===== src/rtl/seq_mult4_pkg.sv =====
// Shared types and constants for the seq_mult4 shift-add multiplier.
package seq_mult4_pkg;

    localparam int unsigned DEFAULT_WIDTH = 4;

    typedef enum logic [1:0] {
        IDLE = 2'd0,
        RUN  = 2'd1,
        DONE = 2'd2
    } state_t;

    // Step counter must hold 0..width-1; never narrower than one bit.
    function automatic int unsigned cnt_width(input int unsigned width);
        return (width > 2) ? $clog2(width) : 1;
    endfunction

endpackage


===== src/rtl/mult_add_unit.sv =====
// Combinational accumulate step: acc + mcand when the current multiplier bit is set.
module mult_add_unit #(
    parameter int unsigned W2 = 8
) (
    input  logic [W2-1:0] acc_i,
    input  logic [W2-1:0] mcand_i,
    input  logic          add_en_i,
    output logic [W2-1:0] sum_o
);

    always_comb begin
        sum_o = add_en_i ? (acc_i + mcand_i) : acc_i;
    end

endmodule


===== src/rtl/seq_mult4.sv =====
// Sequential shift-add unsigned multiplier, one multiplier bit per clock.
// Define SEQ_MULT4_EARLY_TERM_EN to finish as soon as no set multiplier bits remain.
module seq_mult4
    import seq_mult4_pkg::*;
#(
    parameter int unsigned WIDTH = DEFAULT_WIDTH
) (
    input  logic                 clk,
    input  logic                 rst,
    input  logic                 start,
    input  logic [WIDTH-1:0]     a,
    input  logic [WIDTH-1:0]     b,
    output logic                 busy,
    output logic                 done,
    output logic [2*WIDTH-1:0]   product
);

    localparam int unsigned    CW       = cnt_width(WIDTH);
    localparam logic [CW-1:0]  CNT_LAST = CW'(WIDTH - 1);

    state_t               state_q, state_d;
    logic [2*WIDTH-1:0]   mcand_q, mcand_d;
    logic [WIDTH-1:0]     mplier_q, mplier_d;
    logic [2*WIDTH-1:0]   acc_q, acc_d;
    logic [CW-1:0]        cnt_q, cnt_d;
    logic [2*WIDTH-1:0]   product_q, product_d;
    logic                 busy_q, busy_d;
    logic                 done_q, done_d;
    logic [2*WIDTH-1:0]   sum;
    logic                 last;

    mult_add_unit #(
        .W2(2*WIDTH)
    ) u_add (
        .acc_i    (acc_q),
        .mcand_i  (mcand_q),
        .add_en_i (mplier_q[0]),
        .sum_o    (sum)
    );

`ifdef SEQ_MULT4_EARLY_TERM_EN
    assign last = (cnt_q == CNT_LAST) || (mplier_q[WIDTH-1:1] == '0);
`else
    assign last = (cnt_q == CNT_LAST);
`endif

    always_comb begin
        state_d   = state_q;
        mcand_d   = mcand_q;
        mplier_d  = mplier_q;
        acc_d     = acc_q;
        cnt_d     = cnt_q;
        product_d = product_q;
        case (state_q)
            IDLE: begin
                if (start) begin
                    mcand_d  = {{WIDTH{1'b0}}, a};
                    mplier_d = b;
                    acc_d    = '0;
                    cnt_d    = '0;
                    state_d  = RUN;
                end
            end
            RUN: begin
                acc_d    = sum;
                mcand_d  = mcand_q << 1;
                mplier_d = mplier_q >> 1;
                cnt_d    = cnt_q + 1'b1;
                if (last) begin
                    product_d = sum;
                    state_d   = DONE;
                end
            end
            DONE:    state_d = IDLE;
            default: state_d = IDLE;
        endcase
        // Flags are registered copies of the next state so outputs come straight from flops.
        busy_d = (state_d == RUN);
        done_d = (state_d == DONE);
    end

    always_ff @(posedge clk or posedge rst) begin
        if (rst) begin
            state_q   <= IDLE;
            mcand_q   <= '0;
            mplier_q  <= '0;
            acc_q     <= '0;
            cnt_q     <= '0;
            product_q <= '0;
            busy_q    <= 1'b0;
            done_q    <= 1'b0;
        end else begin
            state_q   <= state_d;
            mcand_q   <= mcand_d;
            mplier_q  <= mplier_d;
            acc_q     <= acc_d;
            cnt_q     <= cnt_d;
            product_q <= product_d;
            busy_q    <= busy_d;
            done_q    <= done_d;
        end
    end

    assign busy    = busy_q;
    assign done    = done_q;
    assign product = product_q;

endmodule


===== config.mk =====
export PLATFORM = sky130hd
export DESIGN_NAME = seq_mult4
export DESIGN_NICKNAME = d
export VERILOG_FILES = /design/src/rtl/seq_mult4_pkg.sv /design/src/rtl/mult_add_unit.sv /design/src/rtl/seq_mult4.sv
export SDC_FILE = /design/constraint.sdc
export NUM_CORES = 1
export LEC_CHECK = 0
export CORE_MARGIN = 5
export CORE_UTILIZATION = 45
export CTS_CLUSTER_SIZE = 24
export DETAILED_ROUTE_END_ITERATION = 12
export HOLD_SLACK_MARGIN = 0.1
export PLACE_DENSITY = 0.67
export SLEW_MARGIN = 40
export SYNTH_ARGS = -nofsm -noshare
export SYNTH_HDL_FRONTEND = slang
export SYNTH_HIERARCHICAL = 1
export SYNTH_SLANG_ARGS = --single-unit
export TNS_END_PERCENT = 30

===== constraint.sdc =====
create_clock -name clk -period 1.8 [get_ports clk]
set_input_delay 0.36 -clock clk [delete_from_list [all_inputs] [get_ports clk]]
set_output_delay 0.36 -clock clk [all_outputs]
set_load 0.005 [all_outputs]

# Yosys cells after proc, flatten, opt, wreduce, memory -nomap -nowiden

Index checks and enable logic that the tools add are counted.

Add/subtract/negate cells: 2
Eq/ne operators: 5
Mux-type cells: 12
Reduce and logical (&&, ||, !) cells: 4

Operators by type and width:

| kind                                          | count |
|---|---|
| case mux 8 bit (2 select lines)               | 2 |
| 2-to-1 mux 8 bit                              | 3 |
| adder 8 bit                                   | 1 |
| case mux 2 bit (2 select lines)               | 2 |
| case mux 4 bit (2 select lines)               | 1 |
| 2-to-1 mux 2 bit                              | 3 |
| == test 2 x 1 -> 1 bit, second input constant | 2 |
| == test 2 bit, second input constant          | 2 |
| 2-to-1 mux 4 bit                              | 1 |
| AND reduction 2 bit                           | 2 |
| adder 2 x 1 -> 2 bit, second input constant   | 1 |
| zero test 2 bit                               | 1 |
| != test 2 bit, second input constant          | 1 |
| nonzero test 2 bit                            | 1 |

Register bits: 34
Input bits: 11
Output and inout bits: 10
Logic and storage cells: 31

# Depth between registers and ports, before layout

Depth after elaboration: 4
Gate-level depth with buffers: 9
Gate-level depth less buffers: 9

# By module

Netlist, hierarchy kept.

By module, submodules not included:

| module        | instances | cells an instance | area an instance (sq um) | sequential area each (sq um) |
|---|---|---|---|---|
| seq_mult4     | 1         | 102               | 1480.2                   | 850.8 |
| mult_add_unit | 1         | 55                | 432.9                    | 0.0 |

# Least setup slack after synthesis

OpenSTA, ideal clock, no wires.

Kind: reg2reg
Start point: reg acc_q[0]
End point: reg product_q[6] (netlist: product[6])
Library setup time: 0.125 ns
Data arrival time: 1.798 ns
Data required time: 1.675 ns
Slack: -0.123 ns
Cell stages (with the launch flop): 10
Path buffers: 0
Clock period less this slack: 1.923 ns
Cells stage by stage: dfrtp_1 > ha_1 > inv_1 > fa_1 > nor2b_1 > o31a_1 > o21ai_1 > mux2i_1 > nand2_1 > mux2_4

Cells in the longest elaborated chain, start to end: 2

Ends and longest elaborated chain:

| item                   | line                | source |
|---|---|---|
| from (decl)            | seq_mult4.sv:24     | `logic [2*WIDTH-1:0] acc_q, acc_d;` |
| from (signal assigned) | seq_mult4.sv:87     | `acc_q <= '0;` |
| from (signal assigned) | seq_mult4.sv:96     | `acc_q <= acc_d;` |
| adder 8 bit            | mult_add_unit.sv:12 | `sum_o = add_en_i ? (acc_i + mcand_i) : acc_i;` |
| 2-to-1 mux 8 bit       | mult_add_unit.sv:12 |  |
| via sum[6]             | seq_mult4.sv:29     | `logic [2*WIDTH-1:0] sum;` |
| to (signal assigned)   | seq_mult4.sv:98     | `product_q <= product_d;` |
| to (decl)              | seq_mult4.sv:26     | `logic [2*WIDTH-1:0] product_q, product_d;` |

The timed path passes the listed nets, and every way through them passes these cells.
A chain may end at the register's enable or synchronous reset.

# Final worst setup path

Start point: reg acc_q[3]
End point: reg product_q[7] (netlist: product[7])

The elaborated chain is that of the path after synthesis.

==> run summary <==
Result of the run -> finished, violations left
Failing checks -> negative setup slack
Vias -> 1,384
Drt via density -> 5.54
Die area -> 0.00566 mm^2
Final ANT Viol Nets -> 0
Reg2Reg Depth -> 7
Nets -> 220
Starting Density -> 47.1%
Clock share of power -> 11.4%
Total congestion overflow -> 0
Initial antenna violation count -> 0
Reg2Reg Setup Slack -> -0.24 ns
TritonCTS clock tree -> built
Chip width -> 75.2 um
Power per standard cell area -> 1920 mW/mm^2
Starting DRT DRC Count -> 42
Final setup violation count -> 8
Async S/R FF share, synth -> 100%
Critical path class -> register to register
Period utilization -> 113%
Max-slew violations -> 0
Seq/Total Area, Yosys -> 44.5%
Clk_skew -> 0.00531 ns
Seq pwr share -> 29.0%
P_int -> 0.00289 W
Gr usage total -> 16.0%
Io pins -> 21
First-pass iteration count of the detailed router -> 4
Number of global-route vias before repair -> 1,486
Cells after synthesis -> 157
Unrepaired setup endpoints after global routing -> yes
Clock Latency Late Sink -> 0.29 ns
Worst-path maximum fanout -> 4
Setup TNS -> -1.14 ns
Residual DRC count -> 0
Switching Share -> 37.9%
Post-synth EDFFs -> 0
Combinational Power Share -> 59.7%
Port Buffers -> 20
Post-synthesis cell area -> 0.00191 mm^2
Avg Inst Size Synth -> 12.2 um^2
Worst setup path start -> acc_q[3]$_DFFE_PP0P_
Slew @ Worst Pin -> 0.492 ns
Clock sink count -> 34
CTS Buf Count -> 5
Most common cell after layout, fill and taps aside -> dfrtp_1
Max-Cap Viols -> 0
VDD IR max -> 0.000842 V
CP required -> 1.98 ns
Top_reg_cell synth -> dfrtp_1
Die height -> 75.2 um
CP endpoint -> product[7]$_DFFE_PP0P_
Number of synthesis warnings -> 6
Largest net degree at the start of global routing -> 35
Dpl cell area -> 0.00229 mm^2
NetSw -> 0.00176 W
Area growth from synthesis to layout -> 26.9%
Syn_nets -> 177
Lkg Pwr -> 1.15 nW
Post-route worst setup slack -> -0.238 ns
Rows -> 23
Setup crit start kind -> register
Slew HR -> 67.1%
Area leader, netlist -> dfrtp_1
Ranking of synthesized cells by area -> dfrtp_1 (44%), mux2_4 (7.1%), a22o_1 (6.9%)
Layout cells sized above 1 -> 32.5%
Pwr Total -> 0.00465 W
Diode count -> 0
Setup WS pre-CTS -> -0.252 ns
R2R Path Start -> acc_q[3]$_DFFE_PP0P_
Clock Root Buffer -> clkbuf_8
HP Class -> input pin to async pin
Clock-pin slew on the worst setup and hold paths -> 0.07 ns
Htree depth -> 2
Tmin final -> 2.04 ns
Global-route wire length before repair -> 6800 um
Routability-driven placement congestion ratio -> 0.786
CP arrival -> 2.21 ns
Core footprint -> 0.00406 mm^2
Fin area -> 0.00243 mm^2
Post-DP HPWL -> 2820 um
Yosys cell types -> 43
Max Fclk -> 491 MHz
Commonest non-fill, non-tap cells in the layout -> dfrtp_1 (34), buf_4 (24), clkdlybuf4s50_1 (20), a22o_1 (15), inv_1 (12)
R2r endpoint -> product[7]$_DFFE_PP0P_
Worst-case clock buffer depth -> 2
Final hold violations -> 0
WL final -> 4000 um
Wire length per cell -> 16.0 um
Synth Register Bits -> 34
Post-synth top area share -> 44.5%
Crit end category -> register
[flip-flops by register name, indices dropped and copies added, names as in the netlist]
| signal | count |
|---|---|
| product | 8 |
| busy | 1 |
| mplier_q | 4 |
| acc_q | 8 |
| mcand_q | 8 |
| state_q | 2 |
| done | 1 |
| cnt_q | 2 |
[critical path: stages (launching register included)]
cell	delay [ns]
dfrtp_1	0.40
ha_1	0.34
o21ai_1	0.12
nor2_2	0.19
a31oi_1	0.14
o31ai_1	0.31
o32ai_2	0.15
mux2_4	0.28
[synthesized netlist by cell type (all sizes together) (2+ instances only)]
cell     n
o21bai   3
nand2b   2
inv     14
buf      8
o21ai    3
mux2    12
nand2    3
a22o    15
nor3     3
a211oi   3
a221oi   7
nor2    10
a21oi    5
mux2i    2
nor4b    6
ha       8
xnor2    2
dfrtp   34
a21o     3
nor2b    2
[how the worst min path moves through the flow]
stage / start / end / cells past startpoint
floorplan: cnt_q[1]$_DFFE_PP0P_ / cnt_q[1]$_DFFE_PP0P_ / 1
global placement: cnt_q[1]$_DFFE_PP0P_ / cnt_q[1]$_DFFE_PP0P_ / 1
detailed placement: cnt_q[1]$_DFFE_PP0P_ / cnt_q[1]$_DFFE_PP0P_ / 1
CTS: rst / product[2]$_DFFE_PP0P_ / 3
global route: product[7]$_DFFE_PP0P_ / product[7]$_DFFE_PP0P_ / 1
finish: rst / product[1]$_DFFE_PP0P_ / 3
[power groups by stage]
stage          clock [W]  sequential (W)  combinational (W)
2_1_floorplan          0         0.00131            0.00184
3_3_place_gp           0         0.00133            0.00254
3_5_place_dp           0         0.00135            0.00263
4_1_cts         0.000545         0.00135            0.00272
5_1_grt         0.000564         0.00139            0.00303
6_report        0.000529         0.00135            0.00278
[stage by stage]
stage	hold WS [ns]	utilization (%)	instances
2_1_floorplan	0.470	-	157
3_3_place_gp	0.490	56.5	242
3_5_place_dp	0.493	56.5	242
4_1_cts	0.493	59.0	249
5_1_grt	0.527	59.8	250
6_report	0.472	59.8	250
[kinds of logic after synthesis]
kind of cell | synth area share [%]
AND/OR/NAND/NOR | 10.8
adder cells (fa/ha/maj) | 6.28
AO/OA/AOI/OAI | 21.3
buffers and inverters | 5.95
XOR/XNOR | 1.37
multiplexers | 9.88
flip-flops | 44.5
[cell type report]
type                            count  area (um^2)
Timing Repair Buffer               44          380
Multi-Input combinational cell    101         1000
Tap cell                           50         62.6
Fill cell                         322         1630
Clock buffer                        7         76.3
Sequential cell                    34          851
Inverter                           14         52.6
[repair_timing]
| action | in CTS | in global routing |
|---|---|---|
| setup buffers | 0 | 1 |
| setup endpoints to repair | 8 | 11 |
| pin swaps | 5 | 3 |
| hold buffers | 0 | 0 |
| gates resized for setup | 6 | 4 |
[per-layer routing]
layer,global-route usage [%],vias to the layer above,wire length [um]
met1,19.7,686,1780
li1,-,663,-
met5,0,-,0
met2,26.7,24,2000
met3,3.20,11,111
met4,7.57,0,108
(Power assumes the default switching activity.)
